## config.mk

```make
export PLATFORM = sky130hd
export DESIGN_NAME = ov2640_capture_flat
export DESIGN_NICKNAME = d
export VERILOG_FILES = /design/src/rtl/ov2640_capture_if.sv /design/src/rtl/ov2640_capture.sv /design/src/flat_wrapper.sv
export SDC_FILE = /design/constraint.sdc
export NUM_CORES = 1
export LEC_CHECK = 0
export ABC_CLOCK_PERIOD_IN_PS = 2900
export CORE_UTILIZATION = 35
export CTS_CLUSTER_DIAMETER = 100
export CTS_CLUSTER_SIZE = 30
export DETAILED_ROUTE_END_ITERATION = 10
export PLACE_DENSITY = 0.57
export SLEW_MARGIN = 20
export SYNTH_ARGS = -nofsm -noshare
export SYNTH_HDL_FRONTEND = slang
export SYNTH_SLANG_ARGS = --single-unit
```

## constraint.sdc

```tcl
create_clock -name clk_in -period 2.9 [get_ports clk_in]
set_input_delay 0.29 -clock clk_in [delete_from_list [all_inputs] [get_ports clk_in]]
set_output_delay 0.29 -clock clk_in [all_outputs]
set_load 0.01 [all_outputs]
```

## src/rtl/ov2640_capture_if.sv

```systemverilog
// ov2640_capture_if: DVP camera inputs and the RGB565 pixel write bus.
// The capture block connects through the slave modport; the camera side
// (or a bench) drives it through the master modport.
interface ov2640_capture_if #(
    parameter int ADDR_W = 17
) ();
    logic              capture_en;
    logic              cam_vsync;
    logic              cam_href;
    logic [7:0]        cam_data;
    logic [15:0]       pixel_out;
    logic              pixel_valid;
    logic [ADDR_W-1:0] wr_addr;
    logic              frame_done;
    logic              busy;

    modport master (
        output capture_en, cam_vsync, cam_href, cam_data,
        input  pixel_out, pixel_valid, wr_addr, frame_done, busy
    );

    modport slave (
        input  capture_en, cam_vsync, cam_href, cam_data,
        output pixel_out, pixel_valid, wr_addr, frame_done, busy
    );
endinterface

```

## src/rtl/ov2640_capture.sv

```systemverilog
// ov2640_capture: OV2640 DVP byte stream (VSYNC/HREF/D[7:0]) to RGB565 pixels
// with a linear frame-buffer write address. Whole frames only; a frame is
// armed at the VSYNC falling edge when capture_en is high.
// Optional build macro OV2640_CAPTURE_STATS_EN adds frame_cnt and a sticky
// line_err output.
module ov2640_capture #(
    parameter int H_RES  = 320,
    parameter int V_RES  = 240,
    parameter int ADDR_W = 17
) (
    input  logic              clk_in,
    input  logic              rst,
    ov2640_capture_if.slave   bus
`ifdef OV2640_CAPTURE_STATS_EN
    ,
    output logic [15:0]       frame_cnt,
    output logic [0:0]        line_err
`endif
);

    // The address counter is one bit wider than wr_addr so it can hold
    // H_RES*V_RES itself, which is the overflow (stop) value.
    localparam int unsigned  TOTAL     = H_RES * V_RES;
    localparam logic [ADDR_W:0] TOTAL_CNT = (ADDR_W + 1)'(TOTAL);
    localparam logic [ADDR_W:0] ADDR_ONE  = (ADDR_W + 1)'(1);

    typedef enum logic [1:0] {
        ST_IDLE    = 2'd0,
        ST_WAIT    = 2'd1,
        ST_CAPTURE = 2'd2
    } state_t;

    state_t            state_q, state_d;
    logic              vsync_q, vsync_d;
    logic              href_q, href_d;
    logic              phase_q, phase_d;
    logic [7:0]        hi_byte_q, hi_byte_d;
    logic [ADDR_W:0]   addr_cnt_q, addr_cnt_d;
    logic [15:0]       pixel_out_q, pixel_out_d;
    logic              pixel_valid_q, pixel_valid_d;
    logic [ADDR_W-1:0] wr_addr_q, wr_addr_d;
    logic              frame_done_q, frame_done_d;

    logic              vs_fall;
    logic              vs_rise;
    logic              hr_fall;
    logic              arm;

    assign vs_fall = vsync_q & ~bus.cam_vsync;
    assign vs_rise = ~vsync_q & bus.cam_vsync;
    assign hr_fall = href_q & ~bus.cam_href;
    assign arm     = (state_q == ST_WAIT) && vs_fall && bus.capture_en;

    // Frame FSM, byte pairing and pixel/address output staging.
    always_comb begin
        state_d       = state_q;
        vsync_d       = bus.cam_vsync;
        href_d        = bus.cam_href;
        phase_d       = phase_q;
        hi_byte_d     = hi_byte_q;
        addr_cnt_d    = addr_cnt_q;
        pixel_out_d   = pixel_out_q;
        pixel_valid_d = 1'b0;
        wr_addr_d     = wr_addr_q;
        frame_done_d  = 1'b0;

        case (state_q)
            ST_IDLE: begin
                state_d = ST_WAIT;
            end

            ST_WAIT: begin
                if (arm) begin
                    state_d    = ST_CAPTURE;
                    addr_cnt_d = '0;
                    phase_d    = 1'b0;
                end
            end

            ST_CAPTURE: begin
                if (bus.cam_href) begin
                    if (!phase_q) begin
                        hi_byte_d = bus.cam_data;
                        phase_d   = 1'b1;
                    end else begin
                        phase_d = 1'b0;
                        // Past the last frame address the pixel is dropped
                        // and the counter holds instead of wrapping.
                        if (addr_cnt_q < TOTAL_CNT) begin
                            pixel_out_d   = {hi_byte_q, bus.cam_data};
                            wr_addr_d     = addr_cnt_q[ADDR_W-1:0];
                            pixel_valid_d = 1'b1;
                            addr_cnt_d    = addr_cnt_q + ADDR_ONE;
                        end
                    end
                end else if (hr_fall) begin
                    // An odd trailing byte is discarded here.
                    phase_d = 1'b0;
                end

                // A pixel completing on the same edge is still emitted above.
                if (vs_rise) begin
                    state_d      = ST_WAIT;
                    frame_done_d = 1'b1;
                end
            end

            default: begin
                state_d = ST_IDLE;
            end
        endcase
    end

    // State and output registers with synchronous reset.
    always_ff @(posedge clk_in) begin
        if (rst) begin
            state_q       <= ST_IDLE;
            vsync_q       <= 1'b0;
            href_q        <= 1'b0;
            phase_q       <= 1'b0;
            hi_byte_q     <= '0;
            addr_cnt_q    <= '0;
            pixel_out_q   <= '0;
            pixel_valid_q <= 1'b0;
            wr_addr_q     <= '0;
            frame_done_q  <= 1'b0;
        end else begin
            state_q       <= state_d;
            vsync_q       <= vsync_d;
            href_q        <= href_d;
            phase_q       <= phase_d;
            hi_byte_q     <= hi_byte_d;
            addr_cnt_q    <= addr_cnt_d;
            pixel_out_q   <= pixel_out_d;
            pixel_valid_q <= pixel_valid_d;
            wr_addr_q     <= wr_addr_d;
            frame_done_q  <= frame_done_d;
        end
    end

    assign bus.pixel_out   = pixel_out_q;
    assign bus.pixel_valid = pixel_valid_q;
    assign bus.wr_addr     = wr_addr_q;
    assign bus.frame_done  = frame_done_q;
    assign bus.busy        = (state_q == ST_CAPTURE);

`ifdef OV2640_CAPTURE_STATS_EN
    // Per-line pixel count saturates one above H_RES so long lines still
    // compare unequal.
    localparam int              LPX_W   = $clog2(H_RES + 2);
    localparam logic [LPX_W-1:0] LPX_H   = LPX_W'(H_RES);
    localparam logic [LPX_W-1:0] LPX_MAX = LPX_W'(H_RES + 1);
    localparam logic [LPX_W-1:0] LPX_ONE = LPX_W'(1);

    logic [15:0]      frame_cnt_q, frame_cnt_d;
    logic             line_err_q, line_err_d;
    logic [LPX_W-1:0] line_px_q, line_px_d;

    // Frame counter and sticky line-length / odd-byte error tracking.
    always_comb begin
        frame_cnt_d = frame_cnt_q;
        line_err_d  = line_err_q;
        line_px_d   = line_px_q;

        if (frame_done_d) begin
            frame_cnt_d = frame_cnt_q + 16'd1;
        end

        if (arm) begin
            line_px_d = '0;
        end else if (state_q == ST_CAPTURE) begin
            if (hr_fall) begin
                if ((line_px_q != LPX_H) || phase_q) begin
                    line_err_d = 1'b1;
                end
                line_px_d = '0;
            end else if (pixel_valid_d && (line_px_q != LPX_MAX)) begin
                line_px_d = line_px_q + LPX_ONE;
            end
        end
    end

    // Statistics registers, cleared only by reset.
    always_ff @(posedge clk_in) begin
        if (rst) begin
            frame_cnt_q <= '0;
            line_err_q  <= 1'b0;
            line_px_q   <= '0;
        end else begin
            frame_cnt_q <= frame_cnt_d;
            line_err_q  <= line_err_d;
            line_px_q   <= line_px_d;
        end
    end

    assign frame_cnt = frame_cnt_q;
    assign line_err  = line_err_q;
`endif

endmodule

```

## src/flat_wrapper.sv

```systemverilog
// flat-port wrapper written by rule: the top's interface ports become plain ports
module ov2640_capture_flat 
#(
    parameter int H_RES  = 320,
    parameter int V_RES  = 240,
    parameter int ADDR_W = 17
)
  (clk_in, rst, bus_capture_en, bus_cam_vsync, bus_cam_href, bus_cam_data, bus_pixel_out, bus_pixel_valid, bus_wr_addr, bus_frame_done, bus_busy);
  ov2640_capture_if #(.ADDR_W(ADDR_W)) bus_i ();
  input  logic clk_in;
  input  logic rst;
  input wire logic [$bits(bus_i.capture_en)-1:0] bus_capture_en;
  input wire logic [$bits(bus_i.cam_vsync)-1:0] bus_cam_vsync;
  input wire logic [$bits(bus_i.cam_href)-1:0] bus_cam_href;
  input wire logic [$bits(bus_i.cam_data)-1:0] bus_cam_data;
  output wire logic [$bits(bus_i.pixel_out)-1:0] bus_pixel_out;
  output wire logic [$bits(bus_i.pixel_valid)-1:0] bus_pixel_valid;
  output wire logic [$bits(bus_i.wr_addr)-1:0] bus_wr_addr;
  output wire logic [$bits(bus_i.frame_done)-1:0] bus_frame_done;
  output wire logic [$bits(bus_i.busy)-1:0] bus_busy;
  assign bus_i.capture_en = bus_capture_en;
  assign bus_i.cam_vsync = bus_cam_vsync;
  assign bus_i.cam_href = bus_cam_href;
  assign bus_i.cam_data = bus_cam_data;
  assign bus_pixel_out = bus_i.pixel_out;
  assign bus_pixel_valid = bus_i.pixel_valid;
  assign bus_wr_addr = bus_i.wr_addr;
  assign bus_frame_done = bus_i.frame_done;
  assign bus_busy = bus_i.busy;
  ov2640_capture #(.H_RES(H_RES), .V_RES(V_RES), .ADDR_W(ADDR_W)) u_core (.clk_in(clk_in), .rst(rst), .bus(bus_i));
endmodule
```

==> results.json, run 1 <==
{
  "start_util": 0.3654,
  "grt_pass1_vias": 2422,
  "dieArea_um2": 8516,
  "yosysSeqAreaShare": 0.4632,
  "fin_crit_sh": 0.6980,
  "crit_fanout": 16,
  "grt_max_degree": 56,
  "final_util": 0.4649,
  "wl_per_cell_um": 14.34,
  "path_clk_slew_ns": 0.08,
  "arrival_ns": 1.73,
  "post_cts_resized": 0,
  "synth.area.top_cells": "dfxtp_1 46%, nand2_1 13%, a21oi_1 8.1%",
  "num_rows": 32,
  "syn_area_per_cell_um2": 8.198,
  "ys_async_sr_fraction": 0,
  "tns_ns": 0,
  "numCtsBuffers": 9,
  "fmax_mhz": 494.0,
  "cts_tree": "yes",
  "syn-num-nets": 366,
  "vias": 2592,
  "coreArea_um2": 7807,
  "endpoint_kind": "primary output",
  "holdCritPathClass": "reg2reg",
  "p_leak_nw": 1.224,
  "clockBufferDepth": 2,
  "ant_nets": 0,
  "antenna_found_initial": 0,
  "critPathRequiredTime_ns": 2.61,
  "cts_hold_buf": 0,
  "synth-edff-count": 0,
  "fp.dieW_um": 92.28,
  "overflow": 0,
  "crit_start": "u_core.state_q[0]$_SDFFE_PP0P_",
  "htree_levels": 3,
  "grt_usage": 0.1782,
  "power_mw": 2.177,
  "power.density_nw_per_um2": 599.7,
  "whs_ns": 0.4550,
  "layout_min_cycle_time_ns": 2.024,
  "die_y_um": 92.28,
  "synth_largest_area_cell": "dfxtp_1",
  "synth_top_family_by_area": "simple AND/OR/NAND/NOR gates",
  "syn_area_um2": 2853,
  "setup_slack_ns": 0.8757,
  "ys.flop_type": "dfxtp_1",
  "setup_viol": 0,
  "finClkSkew_ns": 0.008540,
  "synth-simple-area-share": 0.2504,
  "path_cells": "inv_1 > ha_1 > buf_4 > clkdlybuf4s50_1",
  "synth-compound-area-share": 0.2092,
  "synthAdderAreaFrac": 0.02193,
  "layout_commonest_cell": "nand2_1",
  "yosys_warnings": 0,
  "syn_inst": 348,
  "antenna_cells": 0,
  "ys_types": 50,
  "wirelength_um": 7139,
  "startpoint_type": "register",
  "synthMuxAreaShare": 0.01053,
  "post_cts_buffers": 0,
  "hpwl_um": 4826,
  "crit_path_max_incr_delay_ns": 0.57,
  "synthXorXnorAreaFrac": 0,
  "viasPerCell": 5.205,
  "root_buffer": "clkbuf_8",
  "grt_pass1_wl_um": 11940,
  "maxSlewViolCount": 0,
  "drt_iter0_markers": 181,
  "hp-start": "u_core.bus.pixel_out[12]$_SDFFE_PP0P_",
  "finalHoldViolCount": 0,
  "clock-sinks": 66,
  "status": "completed",
  "rrSetupSlack_ns": 0.91,
  "tightest_slew_ns": 0.6402,
  "relSlewSlack": 0.5716,
  "pin_count": 49,
  "num-nets-final": 409,
  "synth_top_area_frac": 0.4632,
  "peakVddDrop_mv": 0.2872,
  "timing.rr.start": "u_core.state_q[0]$_SDFFE_PP0P_",
  "drv_cap": 0,
  "r2r_cells": 7,
  "crit_type": "reg2out",
  "io_buffer_count": 48,
  "final_cell_mix": "99 x nand2_1, 66 x dfxtp_1, 47 x clkdlybuf4s50_1, 46 x a21oi_1, 10 x nor2_1",
  "drcViolationCount": 0,
  "place_congestion": 0.7710,
  "rr_endpoint": "u_core.bus.pixel_out[15]$_SDFFE_PP0P_",
  "dr.pass1.iters": 4,
  "cp_slowest_cell": "clkdlybuf4s50_1",
  "clk_latency_ns": 0.35,
  "drive_gt1_frac": 0.07576,
  "dp_worst_setup_slack_ns": 0.6605,
  "rsz0062_at_grt": "no",
  "synth_seq_cells": 66,
  "endpoint": "bus_busy",
  "synthToLayoutAreaGrowth_pct": 27.24
}
state kept, by name, indices dropped and copies added (netlist names):
register                flops
u_core.bus.frame_done       1
u_core.bus.pixel_valid      1
u_core.bus.wr_addr         17
u_core.phase_q              1
u_core.state_q              2
u_core.vsync_q              1
u_core.bus.pixel_out       16
u_core.href_q               1
u_core.hi_byte_q            8
u_core.addr_cnt_q          18
cell families (layout without fill, tap and decap cells):
group | Yosys count | count (layout)
compound gates | 92 | 92
buf+inv | 29 | 77
flops | 66 | 66
simple gates | 153 | 153
fa+ha+maj | 5 | 5
mux | 3 | 3
per-stage QoR:
step	std cells	cell area [um2]
finish	498	3630
global route	498	3630
CTS	498	3630
detailed placement	482	3411
global placement	482	3411
floorplan	348	2853
synth_stat cells, types with 2 or more instances:
library cell	n
a21o_1	2
dfxtp_1	66
mux2i_1	3
nor4_1	3
o21a_1	7
a211o_1	2
and4_1	3
nand2_1	99
nor3b_1	2
nor2b_1	5
a41oi_1	4
nand3_1	9
buf_4	3
a21oi_1	46
a2bb2oi_1	2
nor3_1	4
nor2_1	10
a31oi_1	5
nand2b_1	2
o31ai_1	2
buf_2	6
o21ai_0	6
nand4_1	6
ha_1	5
nand4b_1	2
buf_1	3
o211a_1	2
clkbuf_1	11
inv_1	6
and2_1	2
power by group:
part	switching, mW	internal [mW]
clock network	0.367	0.487
logic	0.249	0.128
registers	0.0159	0.930
worst min-delay path by stage:
| stage | slack [ns] | end | depth (start not counted) |
|---|---|---|---|
| finish | 0.45 | u_core.bus.pixel_out[12]$_SDFFE_PP0P_ | 2 |
| global route | 0.47 | u_core.hi_byte_q[2]$_SDFFE_PP0P_ | 2 |
| CTS | 0.45 | u_core.bus.pixel_out[11]$_SDFFE_PP0P_ | 2 |
| detailed placement | 0.44 | u_core.bus.pixel_out[11]$_SDFFE_PP0P_ | 2 |
| global placement | 0.44 | u_core.bus.pixel_out[11]$_SDFFE_PP0P_ | 2 |
| floorplan | 0.42 | u_core.href_q$_SDFF_PP0_ | 1 |
critical path, delay by kind of cell (launching register included):
kind                       cells  cell delay, ns
DFF                            1            0.34
buffers and inverters          3            0.88
adders and majority gates      1            0.17
area by class of cell:
type	count	area, um2
clock inverter	6	91.34
clock buffer	10	127.6
sequential	66	1321
tap	102	127.6
timing repair buffer	55	528.0
fill	802	4178
multi-input combinational	253	1411
inverter	6	22.52
layer usage:
metal | GRT usage | share of wire | vias up | wire length [um]
met4 | 0.08333 | 0.0095 | 0 | 68
li1 | - | - | 1312 | -
met2 | 0.2587 | 0.45 | 52 | 3217
met3 | 0.03731 | 0.036 | 8 | 254
met5 | 0 | 0 | - | 0
met1 | 0.2499 | 0.50 | 1220 | 3599
No activity file was read; power rests on OpenSTA's default activity.
==> inputs of run 2 (changes only) <==
--- a/config.mk
+++ b/config.mk
@@ -5,12 +5,12 @@
 export SDC_FILE = /design/constraint.sdc
 export NUM_CORES = 1
 export LEC_CHECK = 0
-export ABC_CLOCK_PERIOD_IN_PS = 2900
+export ABC_CLOCK_PERIOD_IN_PS = 1800
 export CORE_UTILIZATION = 35
 export CTS_CLUSTER_DIAMETER = 100
 export CTS_CLUSTER_SIZE = 30
 export DETAILED_ROUTE_END_ITERATION = 10
-export PLACE_DENSITY = 0.57
+export PLACE_DENSITY = 0.59
 export SLEW_MARGIN = 20
 export SYNTH_ARGS = -nofsm -noshare
 export SYNTH_HDL_FRONTEND = slang
==> constraint.sdc (replaced) <==
create_clock -name clk_in -period 1.8 [get_ports clk_in]
set_input_delay 0.18 -clock clk_in [delete_from_list [all_inputs] [get_ports clk_in]]
set_output_delay 0.18 -clock clk_in [all_outputs]
set_load 0.01 [all_outputs]
==> run 2 against run 1 <==
Effect of this change:
- the flow now finishes with violations (setup timing)
- worst hold slack lost 0.19 ns
- first-iteration DRC count down 16%
- via count up 7.3%
- clock power rose by 60%
- register-to-register slack lost 0.93 ns
- global-route usage up 1.5 points
- die area unchanged
- critical path depth increased by 1
- clock-buffer cell count up 1
- critical endpoint is now u_core.addr_cnt_q[15]$_SDFFE_PP0P_
- largest cell class unchanged
- highest routed layer unchanged
==> results.json, run 2 (synthesis gave the netlist of run 1 again) <==
{
  "status": "complete, but fails checks",
  "violations": "setup timing",
  "cp_slowest_cell": "nor4_1",
  "relSlewSlack": 0.5960,
  "finClkSkew_ns": 0.007023,
  "layout_min_cycle_time_ns": 1.817,
  "start_util": 0.3654,
  "setup_slack_ns": -0.01680,
  "placement.cell_area_um2": 3674,
  "p_leak_nw": 1.444,
  "peakVddDrop_mv": 0.7058,
  "die_y_um": 92.28,
  "tightest_slew_ns": 0.6005,
  "grt_max_degree": 30,
  "place_congestion": 0.8542,
  "final_cell_mix": "99 x nand2_1, 64 x dfxtp_1, 46 x a21oi_1, 46 x clkdlybuf4s50_1, 38 x buf_4",
  "setup_viol": 1,
  "wl_per_cell_um": 14.55,
  "grt_pass1_wl_um": 12720,
  "crit_path_max_incr_delay_ns": 0.55,
  "synthToLayoutAreaGrowth_pct": 41.05,
  "drcViolationCount": 0,
  "endpoint_kind": "register",
  "drive_gt1_frac": 0.1747,
  "overflow": 0,
  "arrival_ns": 2.09,
  "wirelength_um": 7812,
  "ant_nets": 0,
  "antenna_found_initial": 0,
  "io_buffer_count": 48,
  "dr.pass1.iters": 4,
  "fmax_mhz": 550.4,
  "crit_type": "reg2reg",
  "tns_ns": -0.01680,
  "finalHoldViolCount": 0,
  "power.density_nw_per_um2": 901.8,
  "antenna_cells": 0,
  "num_rows": 32,
  "grt_pass1_vias": 2617,
  "grt_usage": 0.1935,
  "num-nets-final": 448,
  "top_register": "u_core.addr_cnt_q",
  "path_clk_slew_ns": 0.08,
  "hpwl_um": 5424,
  "startpoint_type": "register",
  "viasPerCell": 5.179,
  "stdcell_count": 537,
  "maxSlewViolCount": 0,
  "largest_reg_flops": 18,
  "drv_cap": 0,
  "critPathRequiredTime_ns": 2.07,
  "fin_crit_sh": 1.009,
  "dp_worst_setup_slack_ns": -0.1325,
  "vias": 2781,
  "layout_commonest_cell": "nand2_1",
  "coreArea_um2": 7807,
  "htree_levels": 3,
  "path_cells": "nand4_1 > buf_4 > nor4_1 > a41oi_1 > a21oi_1",
  "dp_cells": 515,
  "clockBufferDepth": 2,
  "dieArea_um2": 8516,
  "final_util": 0.5154,
  "clk_latency_ns": 0.34,
  "final_area_um2": 4024,
  "crit_fanout": 8,
  "numCtsBuffers": 9,
  "clock-sinks": 66,
  "fp.dieW_um": 92.28,
  "cts_tree": "yes",
  "whs_ns": 0.2613,
  "drt_iter0_markers": 152,
  "root_buffer": "clkbuf_8",
  "rsz0062_at_grt": "yes",
  "power_mw": 3.629,
  "pin_count": 49,
  "holdCritPathClass": "in2reg"
}
[run 2: cell count changes in the layout (fill, tap and decap cells not counted), sizes merged]
cell / change
buf: +37
clkdlybuf4s50: -1
dlygate4sd2: +1
clkinv: -1
clkbuf: +3
[run 2: area by class of cell]
cell class / count / area [um2]
Clock buffer: 11 / 131.4
Multi-Input combinational cell: 253 / 1450
Clock inverter: 5 / 78.83
Tap cell: 102 / 127.6
Inverter: 6 / 22.52
Timing Repair Buffer: 94 / 889.6
Sequential cell: 66 / 1324
Fill cell: 751 / 3784
[run 2: report_power, final]
| group | switching, mW | internal, mW |
|---|---|---|
| Clock | 0.589 | 0.779 |
| Sequential | 0.0256 | 1.50 |
| Combinational | 0.427 | 0.306 |
| Total | 1.04 | 2.59 |
[run 2: final timing paths]
check,from,endpoint,slack (ns),cells past startpoint
worst min-delay path,rst,u_core.hi_byte_q[2]$_SDFFE_PP0P_,0.26,3
worst max-delay path,u_core.addr_cnt_q[10]$_SDFFE_PP0P_,u_core.addr_cnt_q[15]$_SDFFE_PP0P_,-0.02,5
worst min register to register,u_core.bus.wr_addr[8]$_SDFFE_PP0P_,u_core.bus.wr_addr[8]$_SDFFE_PP0P_,0.45,2
worst max register to register,u_core.addr_cnt_q[10]$_SDFFE_PP0P_,u_core.addr_cnt_q[15]$_SDFFE_PP0P_,-0.02,5
[run 2: layer usage]
metal	vias to the layer above	GRT usage	routed length, um
li1	1384	-	-
met1	1324	0.2676	3798
met2	67	0.2873	3547
met3	6	0.04643	362
met4	0	0.07813	104
met5	-	0	0
[run 2: worst max-delay path, delay by kind of cell (launching register included)]
kind,cells,cell delay (ns)
and+or+nand+nor,2,0.72
DFF,1,0.49
AOI/OAI and AO/OA,2,0.36
buffers and inverters,1,0.18
[run 2: timing repair]
item | in CTS | in global routing
cloned | 0 | 2
buffers inserted | 0 | 4
endpoints found under the setup margin | 30 | 49
resized for setup | 3 | 15
hold buffers | 0 | 0
pin swaps | 0 | 5
